<file path="config.mk">
export PLATFORM = sky130hd
export DESIGN_NAME = cordic_vectoring
export DESIGN_NICKNAME = d
export VERILOG_FILES = /design/src/rtl/cordic_vectoring.sv
export SDC_FILE = /design/constraint.sdc
export NUM_CORES = 2
export LEC_CHECK = 0
export CAP_MARGIN = 20
export CELL_PAD_IN_SITES_DETAIL_PLACEMENT = 0
export CELL_PAD_IN_SITES_GLOBAL_PLACEMENT = 1
export CORE_MARGIN = 2
export CORE_UTILIZATION = 45
export DETAILED_ROUTE_END_ITERATION = 6
export GPL_ROUTABILITY_DRIVEN = 0
export PLACE_DENSITY_LB_ADDON = 0.1
export REMOVE_ABC_BUFFERS = 1
export SLEW_MARGIN = 20
export SYNTH_ARGS = -nofsm -noshare
export SYNTH_HDL_FRONTEND = slang
export SYNTH_SLANG_ARGS = --single-unit
</file>
<file path="constraint.sdc">
create_clock -name clk -period 13.2 [get_ports clk]
set_input_delay 1.32 -clock clk [delete_from_list [all_inputs] [get_ports clk]]
set_output_delay 1.32 -clock clk [all_outputs]
set_load 0.02 [all_outputs]
</file>
<file path="src/rtl/cordic_vectoring.sv">
// Fully pipelined vectoring-mode CORDIC: atan2(y,x) in Q3.29 and magnitude in Q2.14 from a Q2.14 vector.
// Define CORDIC_VEC_GAIN_COMP_EN to add the 1/K gain stage (latency STAGES+2, otherwise STAGES+1).
module cordic_vectoring #(
  parameter int unsigned STAGES = 16
) (
  input  logic               clk,
  input  logic               reset,
  input  logic               valid_in,
  input  logic signed [15:0] x_in,
  input  logic signed [15:0] y_in,
  output logic signed [31:0] theta_out,
  output logic        [15:0] mag_out,
  output logic               valid_out
);

  localparam int unsigned IW    = 16;
  localparam int unsigned GUARD = 2;
  localparam int unsigned XW    = 20;
  localparam int unsigned ZW    = 32;
  localparam int unsigned PW    = XW + 16;
  localparam logic signed [ZW-1:0] PI_Z = 32'sd1686629713;

  // atan(2^-i) in Q3.29, rounded to nearest
  function automatic logic signed [ZW-1:0] atan_lut(input int idx);
    case (idx)
      0:       atan_lut = 32'sd421657428;
      1:       atan_lut = 32'sd248918915;
      2:       atan_lut = 32'sd131521918;
      3:       atan_lut = 32'sd66762579;
      4:       atan_lut = 32'sd33510843;
      5:       atan_lut = 32'sd16771758;
      6:       atan_lut = 32'sd8387925;
      7:       atan_lut = 32'sd4194219;
      8:       atan_lut = 32'sd2097141;
      9:       atan_lut = 32'sd1048575;
      10:      atan_lut = 32'sd524288;
      11:      atan_lut = 32'sd262144;
      12:      atan_lut = 32'sd131072;
      13:      atan_lut = 32'sd65536;
      14:      atan_lut = 32'sd32768;
      15:      atan_lut = 32'sd16384;
      default: atan_lut = '0;
    endcase
  endfunction

  function automatic logic [15:0] sat_u16(input logic signed [PW-1:0] v);
    if (v[PW-1]) begin
      sat_u16 = '0;
    end else if (v > PW'(65535)) begin
      sat_u16 = 16'hFFFF;
    end else begin
      sat_u16 = v[15:0];
    end
  endfunction

  // Register 0 holds the pre-rotated sample, register i the result of iteration i-1.
  logic signed [XW-1:0] x_q [STAGES];
  logic signed [XW-1:0] y_q [STAGES];
  logic signed [ZW-1:0] z_q [STAGES];
  logic signed [XW-1:0] x_d [STAGES];
  logic signed [XW-1:0] y_d [STAGES];
  logic signed [ZW-1:0] z_d [STAGES];
  logic [STAGES-1:0]    v_q;
  logic [STAGES-1:0]    zero_q;
  logic                 zero_d;
  logic signed [XW-1:0] x_pre;
  logic signed [XW-1:0] y_pre;
  logic signed [XW-1:0] xf_d;
  logic signed [ZW-1:0] zf_d;

  logic                 fin_v;
  logic                 fin_zero;
  logic signed [ZW-1:0] fin_z;
  logic        [15:0]   fin_mag;

  // Two fractional guard bits; two headroom bits cover negation of -1.0 and CORDIC gain.
  always_comb begin
    x_pre  = {{(XW-IW-GUARD){x_in[IW-1]}}, x_in, {GUARD{1'b0}}};
    y_pre  = {{(XW-IW-GUARD){y_in[IW-1]}}, y_in, {GUARD{1'b0}}};
    zero_d = (x_in == '0) && (y_in == '0);
    if (x_in[IW-1]) begin
      x_d[0] = -x_pre;
      y_d[0] = -y_pre;
      z_d[0] = y_in[IW-1] ? -PI_Z : PI_Z;
    end else begin
      x_d[0] = x_pre;
      y_d[0] = y_pre;
      z_d[0] = '0;
    end

    for (int i = 1; i < STAGES; i++) begin
      if (!y_q[i-1][XW-1]) begin
        x_d[i] = x_q[i-1] + (y_q[i-1] >>> (i-1));
        y_d[i] = y_q[i-1] - (x_q[i-1] >>> (i-1));
        z_d[i] = z_q[i-1] + atan_lut(i-1);
      end else begin
        x_d[i] = x_q[i-1] - (y_q[i-1] >>> (i-1));
        y_d[i] = y_q[i-1] + (x_q[i-1] >>> (i-1));
        z_d[i] = z_q[i-1] - atan_lut(i-1);
      end
    end

    // Last iteration only needs x and z; its y residual is never used.
    if (!y_q[STAGES-1][XW-1]) begin
      xf_d = x_q[STAGES-1] + (y_q[STAGES-1] >>> (STAGES-1));
      zf_d = z_q[STAGES-1] + atan_lut(STAGES-1);
    end else begin
      xf_d = x_q[STAGES-1] - (y_q[STAGES-1] >>> (STAGES-1));
      zf_d = z_q[STAGES-1] - atan_lut(STAGES-1);
    end
  end

  always_ff @(posedge clk or negedge reset) begin
    if (!reset) begin
      v_q <= '0;
    end else begin
      v_q <= {v_q[STAGES-2:0], valid_in};
    end
  end

  // Data registers load only alongside a valid sample.
  always_ff @(posedge clk) begin
    if (valid_in) begin
      x_q[0]    <= x_d[0];
      y_q[0]    <= y_d[0];
      z_q[0]    <= z_d[0];
      zero_q[0] <= zero_d;
    end
    for (int i = 1; i < STAGES; i++) begin
      if (v_q[i-1]) begin
        x_q[i]    <= x_d[i];
        y_q[i]    <= y_d[i];
        z_q[i]    <= z_d[i];
        zero_q[i] <= zero_q[i-1];
      end
    end
  end

`ifdef CORDIC_VEC_GAIN_COMP_EN
  localparam logic signed [PW-1:0] INV_K = PW'(19898);
  localparam logic signed [PW-1:0] G_RND = PW'(1) <<< (14 + GUARD);

  logic signed [XW-1:0] xf_q;
  logic signed [ZW-1:0] zf_q;
  logic                 zerof_q;
  logic                 vf_q;
  logic signed [PW-1:0] mag_prod;
  logic signed [PW-1:0] mag_scaled;

  always_ff @(posedge clk or negedge reset) begin
    if (!reset) begin
      vf_q <= 1'b0;
    end else begin
      vf_q <= v_q[STAGES-1];
    end
  end

  always_ff @(posedge clk) begin
    if (v_q[STAGES-1]) begin
      xf_q    <= xf_d;
      zf_q    <= zf_d;
      zerof_q <= zero_q[STAGES-1];
    end
  end

  // x * 19898 (Q1.15), rounded, dropping 15 scale bits plus the guard bits
  always_comb begin
    mag_prod   = {{(PW-XW){xf_q[XW-1]}}, xf_q} * INV_K;
    mag_scaled = (mag_prod + G_RND) >>> (15 + GUARD);
  end

  assign fin_v    = vf_q;
  assign fin_z    = zf_q;
  assign fin_zero = zerof_q;
  assign fin_mag  = sat_u16(mag_scaled);
`else
  localparam logic signed [PW-1:0] X_RND = PW'(1) <<< (GUARD - 1);

  logic signed [PW-1:0] mag_scaled;

  always_comb begin
    mag_scaled = ({{(PW-XW){xf_d[XW-1]}}, xf_d} + X_RND) >>> GUARD;
  end

  assign fin_v    = v_q[STAGES-1];
  assign fin_z    = zf_d;
  assign fin_zero = zero_q[STAGES-1];
  assign fin_mag  = sat_u16(mag_scaled);
`endif

  // A zero vector has no defined angle; report 0 instead of the accumulated table sum.
  always_ff @(posedge clk or negedge reset) begin
    if (!reset) begin
      theta_out <= '0;
      mag_out   <= '0;
      valid_out <= 1'b0;
    end else begin
      valid_out <= fin_v;
      if (fin_v) begin
        theta_out <= fin_zero ? '0 : fin_z;
        mag_out   <= fin_mag;
      end
    end
  end

endmodule
</file>
==> flow_summary.ini <==
[layout]
final-instance-count-excl-fill = 11400
seq_area_sq_um = 34900
nFillCells = 17500
stdcell_area_sq_um = 95800
drive_gt1_share_pct = 4.83
utilization_pct = 49.9
syn2layout_area_growth_pct = 10.5
multi_input_area_sq_um = 49700
nets = 9798

[timing]
rsz0062_at_grt = no
slew_headroom_pct = 28.1
setup_viol = 0
period_share_pct = 39.0
tightest_slew_ns = 1.08
max_freq_mhz = 194
hold_viol_final = 0
slew_violations = 0
period_minus_slack_ns = 5.15
skew_ns = 0.0249
setup_tns_ns = 0

[detailed_routing]
wl_per_cell_um = 18.3
ant_nets = 0
first_pass_iters = 6
routed_wl_um = 208000
drc = 0
first_iter_violations = 3064
avgViaCountPerCell = 5.54
routed-via-count = 63000

[floorplanning]
die_h_um = 443
ios = 84
fp.dieW_um = 443
core_sq_um = 192000
row_count = 161
die_area_sq_um = 196000
start_util_pct = 45.2

[placement]
dp_cells = 11100
portBuffers = 83
place_area_sq_um = 90600
dp_hpwl_um = 165000

[clock_network]
cts_setup_buffers = 0
cts_buffers = 145
cts.sinks = 1173
clockRootBuffer = clkbuf_16
cts.clk_slew.worst_paths_ns = 0.07
ctsResizeCount = 0
clock_latency_ns = 0.80
tritoncts = built
cts_buffer_depth = 3
hold_buffers = 0
h-tree-depth = 4

[global_route]
grt_pass1_vias = 61400
grt_overflow = 0
grt_usage_pct = 20.9
use_met2_pct = 37.2
antenna_found_initial = 3
grt.busiest_layer = met2
use_met3_pct = 2.26
grt_pass1_wl_um = 332000
grt_max_degree = 75
met1_usage_pct = 26.4

[worst_hold_path]
hold_class = register to register

[synth]
postSynthAreaPerCell_sq_um = 10.1
syn-instance-count = 8547
ys_types = 96
synth_top_cell_area_share_pct = 38.4
ys.flop_type = edfxtp_1
synth_enable_flop_cells = 1108
seq_area_frac_synth_pct = 40.3
syn_area_sq_um = 86700
synth_top_cell_by_area = edfxtp_1
synthArstFlopShare_pct = 5.54
yosys-top-cells-area = edfxtp_1 38%, ha_1 14%, xnor2_1 7.7%, a21oi_1 3.8%, nor2_1 3.7%
synth_most_common_cell = edfxtp_1
ys_seq_elements = 1173
ys_top_cells_by_count = 1108 x edfxtp_1, 997 x ha_1, 865 x nor2_1, 758 x xnor2_1, 661 x a21oi_1
ys_warn_count = 0

[critical_path]
crit_arrival_ns = 5.68
worst-setup-path-type = register to register
crit_required_ns = 13.73
start_kind = register
crit_path_end_kind = register
crit_fanout = 36

[job]
drv_cap = 0

[outcome]
status = complete, no violations
==> registers in the layout, indices dropped and copies added (netlist names) <==
| register | count |
|---|---|
| mag_out | 16 |
| theta_out | 32 |
| v_q | 16 |
| valid_out | 1 |
| x_q | 315 |
| y_q | 298 |
| z_q | 479 |
| zero_q | 16 |
==> logic make-up after synthesis <==
| group | share of synthesized area, % |
|---|---|
| AO/OA/AOI/OAI | 16.3 |
| XOR/XNOR | 11.1 |
| adder cells (fa/ha/maj) | 15.5 |
| buffers and inverters | 2.40 |
| flip-flops | 40.3 |
| multiplexers | 0.570 |
| other | 0.00433 |
| AND/OR/NAND/NOR | 13.9 |
==> final timing paths <==
check | depth (start not counted) | to | from | slack (ns)
max reg2reg | 14 | y_q[0][79] | y_q[0][59] | 8.05
min reg2reg | 0 | z_q[1][172] | z_q[1][140] | 0.41
min in group asynchronous | 1 | mag_out[12] | reset | 0.47
max | 14 | y_q[0][79] | y_q[0][59] | 8.05
min | 0 | z_q[1][172] | z_q[1][140] | 0.41
max in group asynchronous | 2 | v_q[3] | reset | 11.40
==> per-stage QoR <==
step                      setup slack [ns]  hold slack [ns]
after floorplan                       8.54            0.400
after global placement                8.17            0.400
after detailed placement              8.14            0.405
after CTS                             8.12            0.409
after global routing                  7.59            0.418
final                                 8.05            0.408
==> cell type report <==
class / instances / share of cell area, %
Inverter: 449 / 1.76
Timing Repair Buffer: 126 / 1.20
Sequential cell: 1173 / 36.5
Clock buffer: 162 / 3.87
Antenna cell: 4 / 0.0105
Clock inverter: 102 / 1.48
Tap cell: 2526 / 3.30
Multi-Input combinational cell: 6824 / 51.9
==> worst max-delay path, stage by stage, from the launching register on <==
cell	delay (ns)
edfxtp_1	0.71
buf_4	0.47
mux2_2	0.39
ha_1	0.21
fa_1	0.40
a21o_1	0.18
a21oi_1	0.21
nor2b_1	0.08
o21a_1	0.18
o41ai_1	0.61
o21ai_0	0.33
o41ai_1	0.47
o21ai_1	0.17
o41ai_1	0.34
xnor2_1	0.12
==> placed cells by master (no fill, tap or decap), types with 97 or more instances in the layout <==
cell       instances
a211oi_1          97
a21o_1           221
a21oi_1          661
and3_1           147
clkbuf_16        145
edfxtp_1        1108
ha_1             997
inv_1            443
nand2_1          356
nand3_1          181
nor2_1           865
nor2b_1          128
nor3_1           305
o21a_1           144
o21ai_0          403
xnor2_1          758
xor2_1           338
==> metal layers <==
metal | part of all wire (%) | vias to the layer above
li1 | - | 32100
met5 | 0 | -
met3 | 2.6 | 298
met4 | 3.2 | 0
met2 | 49 | 858
met1 | 45 | 29700
Power is left out: the tool's default activity adds up to more than one toggle a clock period on the data nets, which glitch-free logic cannot reach.
